### config.mk
export PLATFORM = sky130hd
export DESIGN_NAME = input_injector
export DESIGN_NICKNAME = d
export VERILOG_FILES = /design/src/rtl/input_injector.sv
export SDC_FILE = /design/constraint.sdc
export NUM_CORES = 1
export LEC_CHECK = 0
export CELL_PAD_IN_SITES_DETAIL_PLACEMENT = 0
export CELL_PAD_IN_SITES_GLOBAL_PLACEMENT = 2
export CORE_MARGIN = 2
export CORE_UTILIZATION = 25
export CTS_CLUSTER_DIAMETER = 200
export DETAILED_ROUTE_END_ITERATION = 12
export GPL_TIMING_DRIVEN = 0
export PLACE_DENSITY_LB_ADDON = 0.1
export SYNTH_ARGS = -nofsm -noshare
export SYNTH_HDL_FRONTEND = slang
export SYNTH_SLANG_ARGS = --single-unit
### constraint.sdc
create_clock -name iClk -period 3 [get_ports iClk]
set_clock_uncertainty 0.2 [all_clocks]
set_input_delay 0.3 -clock iClk [delete_from_list [all_inputs] [get_ports iClk]]
set_output_delay 0.3 -clock iClk [all_outputs]
set_load 0.05 [all_outputs]
### src/rtl/input_injector.sv
// input_injector
//
// Input layer of the integer echo state network. One signed input sample is
// multiplied by a fixed signed weight per neuron, one neuron per clock, and the
// per-neuron results are packed into a vector that is published atomically
// together with a one-cycle ready strobe.
//
// Optional feature macro: INJECTOR_SATURATE_EN
//   defined     -> each product is clamped to the signed data_width range
//   not defined -> each product keeps only its low data_width bits (wrap)
//
// Ports:
//   iClk    in   clock, rising edge
//   iRst_n  in   asynchronous active-low reset
//   iEn     in   start request, only looked at while idle
//   iValue  in   signed input sample [data_width]
//   oData   out  packed injected vector, neuron n at [n*data_width +: data_width]
//   oBusy   out  high while a sample is being processed
//   oRdy    out  one-cycle strobe, oData has just been updated

module input_injector #(
    parameter int reservoir_size = 4,
    parameter int data_width     = 3,
    parameter int weight_size    = 2,
    parameter logic [reservoir_size*weight_size-1:0] INPUT_WEIGHTS = 8'b01_11_10_01
) (
    input  logic                                 iClk,
    input  logic                                 iRst_n,
    input  logic                                 iEn,
    input  logic [data_width-1:0]                iValue,
    output logic [reservoir_size*data_width-1:0] oData,
    output logic                                 oBusy,
    output logic                                 oRdy
);

    localparam int IDXW = (reservoir_size > 1) ? $clog2(reservoir_size) : 1;
    localparam logic [IDXW-1:0] LAST_IDX = IDXW'(reservoir_size - 1);

`ifdef INJECTOR_SATURATE_EN
    // Full product width so the clamp sees the true value.
    localparam int PW = data_width + weight_size;
    localparam logic signed [PW-1:0] MAX_VAL = PW'(2 ** (data_width - 1) - 1);
    localparam logic signed [PW-1:0] MIN_VAL = PW'(-(2 ** (data_width - 1)));
`else
    // The low bits of a two's-complement product depend only on the low bits
    // of its operands, so wrapping needs a data_width multiplier only.
    localparam int PW = data_width;
`endif

    typedef enum logic {
        IDLE,
        CALC
    } stateT;

    stateT                               state;
    logic [IDXW-1:0]                     idx;
    logic [data_width-1:0]               sample;
    logic [reservoir_size*data_width-1:0] shadow;
    logic [reservoir_size*data_width-1:0] shadowNext;
    logic [weight_size-1:0]              weight;
    logic signed [PW-1:0]                sampleExt;
    logic signed [PW-1:0]                weightExt;
    logic signed [PW-1:0]                product;
    logic [data_width-1:0]               clipped;

    // Datapath for the neuron selected by idx: pick its weight, multiply,
    // reduce to data_width, and merge into a copy of the shadow vector so the
    // completion edge can publish the last slice together with the rest.
    always_comb begin
        weight    = INPUT_WEIGHTS[idx*weight_size +: weight_size];
        sampleExt = PW'($signed(sample));
        weightExt = PW'($signed(weight));
        product   = sampleExt * weightExt;
`ifdef INJECTOR_SATURATE_EN
        if (product > MAX_VAL) begin
            clipped = MAX_VAL[data_width-1:0];
        end else if (product < MIN_VAL) begin
            clipped = MIN_VAL[data_width-1:0];
        end else begin
            clipped = product[data_width-1:0];
        end
`else
        clipped = product[data_width-1:0];
`endif
        shadowNext = shadow;
        shadowNext[idx*data_width +: data_width] = clipped;
    end

    // Control FSM with registered outputs. oData is only written on the
    // completion edge, so consumers never observe a partially built vector.
    always_ff @(posedge iClk or negedge iRst_n) begin
        if (!iRst_n) begin
            state  <= IDLE;
            idx    <= '0;
            sample <= '0;
            shadow <= '0;
            oData  <= '0;
            oBusy  <= 1'b0;
            oRdy   <= 1'b0;
        end else begin
            case (state)
                IDLE: begin
                    oRdy <= 1'b0;
                    if (iEn) begin
                        sample <= iValue;
                        idx    <= '0;
                        oBusy  <= 1'b1;
                        state  <= CALC;
                    end
                end
                CALC: begin
                    shadow <= shadowNext;
                    if (idx == LAST_IDX) begin
                        oData <= shadowNext;
                        oRdy  <= 1'b1;
                        oBusy <= 1'b0;
                        idx   <= '0;
                        state <= IDLE;
                    end else begin
                        idx <= idx + 1'b1;
                    end
                end
                default: begin
                    state <= IDLE;
                end
            endcase
        end
    end

endmodule

==> results.yml <==
global_route:
  grt_pass1_vias: 1149
  globalRoute.totalOverflow: 0
  first_pass_grt_wire_length_um: 6200
  grt_max_degree: 33
  grt_antenna_before_repair: 0
  grtUsageTotal: 0.114
logic_synthesis:
  seq_total_area_yosys: 0.513
  library_cell_occupying_the_most_area_in_the_post_synthesis_netlist: "sky130_fd_sc_hd__dfrtp_1"
  synth_area_per_cell_um2: 10.7
  ys_warn_count: 0
  synth_common_cells: "32 x sky130_fd_sc_hd__dfrtp_1, 24 x sky130_fd_sc_hd__nor2_1, 16 x sky130_fd_sc_hd__nand2_1"
  synth_area_leaders: "sky130_fd_sc_hd__dfrtp_1 51%, sky130_fd_sc_hd__nor2_1 5.8%, sky130_fd_sc_hd__ha_1 5.6%, sky130_fd_sc_hd__a32o_1 5.1%, sky130_fd_sc_hd__a221oi_1 5.0%"
  synth.top_cell.area_share: 0.513
  synthCells: 146
  synthMostInstantiatedCell: "sky130_fd_sc_hd__dfrtp_1"
  synthesis.nets: 160
  synthesis.area_mm2: 0.00156
  yosys_register_bits: 32
  async_flop_share: 1.00
  postSynth.topFlopCell: "sky130_fd_sc_hd__dfrtp_1"
  post_synth_edffs: 0
  netlist-cell-type-count: 31
place:
  numPortBuffers: 19
  place.gp.congestion: 0.703
  place_hpwl_um: 2560
final_layout:
  area.growth.synth_to_final_pct: 24.9
  fin_util: 0.326
  n_fill_cell: 629
  nets: 187
  final_layout_size_suffix_gt1_frac: 0.127
  antenna_cells: 0
worst_setup_path:
  timing.critical_path.to_type: "flip-flop"
  timing.critical_path.arrival_ns: 2.72
  required_time_worst_endpoint_ns: 2.96
  crit_fanout: 9
  cp_peak_stage_delay_ns: 0.48
  critPathMostFrequentCell: "sky130_fd_sc_hd__xnor2_1"
  worst_path_max_delay_cell: "sky130_fd_sc_hd__dfrtp_2"
  critPathKind: "reg -> reg"
  crit_path_start_kind: "flip-flop"
  cp_cell_sequence: "inv_2 > ha_2 > nor2b_1 > fa_1 > xnor2_1 > xnor2_1 > a221oi_1 > nor2_1"
timing:
  finalHoldViolCount: 0
  fmax_mhz: 363
  post-route-period-util: 0.918
  fin_tns_setup_ns: 0
  maxSlewHeadroom: 0.508
  worstMarginPinSlew_ns: 0.737
  rsz0062_at_grt: "no"
  final-max-slew-violation-count: 0
  min_period_ns: 2.75
  final-setup-viol-count: 0
run_status:
  status: "finished, final reports clean"
die:
  placement_rows: 28
  design.core.area_mm2: 0.00599
  die_width_um: 83.0
  floorplan.io_pins: 20
  initial_utilization: 0.261
  die_area_mm2: 0.00689
  fp.dieH_um: 83.0
routing:
  via_count: 1165
  final_antenna_net_count: 0
  firstDrtPassIters: 5
  routed_wire_length_per_instance_um: 14.2
  drt_first_iter_violations: 68
  wl_um: 3530
  drt_via_density: 4.70
  drt_drc_violations_left: 0
clock_network:
  clk_latency_ns: 0.28
  post_cts_buffers: 0
  cts_buffer_depth: 2
  cts_sinks: 32
  number_of_levels_the_h_tree_was_split_into: 2
  cts_buffers: 5
  root_buffer: "sky130_fd_sc_hd__clkbuf_8"
  clk_transition_reported_paths_ns: 0.07
  tritoncts_clock_tree: "yes"
job:
  max_cap_violations: 0
min_path:
  worstHoldPathType: "reg -> reg"
## metrics by stage
step | worst slack [ns] | cells | hold slack [ns] | instance area (um2)
2_1_floorplan | 0.383 | 146 | -0.196 | 1560
3_3_place_gp | 0.0568 | 240 | 0.259 | 1850
3_5_place_dp | 0.0327 | 240 | 0.223 | 1840
4_1_cts | 0.0265 | 248 | 0.282 | 1950
5_1_grt | 0.0448 | 248 | 0.297 | 1950
6_report | 0.246 | 248 | 0.277 | 1950
## sequential cells by signal (all words and copies together), names as in the netlist
name,count
oData,12
shadow,12
sample,3
idx,2
oBusy,1
oRdy,1
state,1
## what timing repair did
item,4_1_cts,5_1_grt
resized for setup,0,2
hold endpoints to repair,32,0
setup endpoints to repair,0,9
hold buffers,1,0
## placed cells by master (no fill, tap or decap)
| cell type | n |
|---|---|
| sky130_fd_sc_hd__ha_1 | 6 |
| sky130_fd_sc_hd__clkdlybuf4s50_1 | 18 |
| sky130_fd_sc_hd__inv_2 | 1 |
| sky130_fd_sc_hd__nand2b_1 | 1 |
| sky130_fd_sc_hd__a22o_1 | 1 |
| sky130_fd_sc_hd__xnor2_2 | 1 |
| sky130_fd_sc_hd__nand2b_4 | 1 |
| sky130_fd_sc_hd__nor3b_2 | 1 |
| sky130_fd_sc_hd__nand2_1 | 16 |
| sky130_fd_sc_hd__dlygate4sd3_1 | 1 |
| sky130_fd_sc_hd__nor4_1 | 1 |
| sky130_fd_sc_hd__dfrtp_2 | 1 |
| sky130_fd_sc_hd__inv_1 | 5 |
| sky130_fd_sc_hd__clkbuf_8 | 7 |
| sky130_fd_sc_hd__a31oi_1 | 2 |
| sky130_fd_sc_hd__o21a_1 | 1 |
| sky130_fd_sc_hd__and2_1 | 1 |
| sky130_fd_sc_hd__dfrtp_1 | 31 |
| sky130_fd_sc_hd__nor3b_1 | 1 |
| sky130_fd_sc_hd__buf_2 | 3 |
| sky130_fd_sc_hd__clkbuf_1 | 4 |
| sky130_fd_sc_hd__o22ai_1 | 1 |
| sky130_fd_sc_hd__nor2_1 | 24 |
| sky130_fd_sc_hd__o21ai_0 | 4 |
| sky130_fd_sc_hd__xnor2_1 | 3 |
| sky130_fd_sc_hd__fa_1 | 1 |
| sky130_fd_sc_hd__a221oi_1 | 9 |
| sky130_fd_sc_hd__nor3_2 | 2 |
| sky130_fd_sc_hd__mux2_2 | 3 |
| sky130_fd_sc_hd__nor4_4 | 1 |
| sky130_fd_sc_hd__a32o_1 | 8 |
| sky130_fd_sc_hd__o31ai_1 | 2 |
| sky130_fd_sc_hd__a21oi_1 | 3 |
| sky130_fd_sc_hd__buf_1 | 1 |
| sky130_fd_sc_hd__ha_2 | 1 |
| sky130_fd_sc_hd__nor2b_1 | 6 |
## kinds of logic (layout without fill, tap and decap cells)
logic type                 count (synthesis)  after routing  synth area share
xor gates and xnor gates                   4              4            0.0272
DFF                                       32             32             0.513
AOI/OAI and AO/OA                         31             31             0.156
muxes                                      3              3            0.0216
buffers and inverters                     13             40            0.0328
adders and majority gates                  8              8            0.0689
and+or+nand+nor                           55             55             0.180
## worst max-delay path: cells and delay by family (launching register included)
kind                       cells  cell delay [ns]
and+or+nand+nor                2             0.26
xor gates and xnor gates       2             0.33
DFF                            1             0.48
AOI/OAI and AO/OA              1             0.33
buffers and inverters          1             0.18
adders and majority gates      2             0.85
## layer usage
metal,routed length [um],global-route usage,share of wire,vias to the layer above
met3,149,0.0368,0.042,6
li1,-,-,-,564
met4,57,0.0447,0.016,0
met5,0,0,0,-
met1,1720,0.159,0.49,569
met2,1610,0.165,0.45,26
## path summary, 6_finish.rpt
| path | depth (start not counted) | end | slack, ns | from |
|---|---|---|---|---|
| worst max-delay path | 8 | oData[8] | 0.25 | idx[0] |
| worst min-delay path | 1 | oRdy | 0.28 | oRdy |
| worst max register to register | 8 | oData[8] | 0.25 | idx[0] |
| worst min register to register | 1 | oRdy | 0.28 | oRdy |
| max in group asynchronous | 2 | idx[0] | 1.67 | iRst_n |
| min in group asynchronous | 2 | oData[1] | 0.42 | iRst_n |
## cell type report
class / instances / area [um2] / share of cell area
sequential: 32 / 802 / 0.411
inverter: 6 / 22.5 / 0.0115
multi-input combinational: 101 / 712 / 0.365
buffer: 7 / 28.8 / 0.0148
tap: 75 / 93.8 / 0.0481
timing repair buffer: 20 / 195 / 0.100
clock buffer: 7 / 96.3 / 0.0494
Power is left out: the tool's default activity adds up to more than one toggle a clock period on the data nets, which glitch-free logic cannot reach.
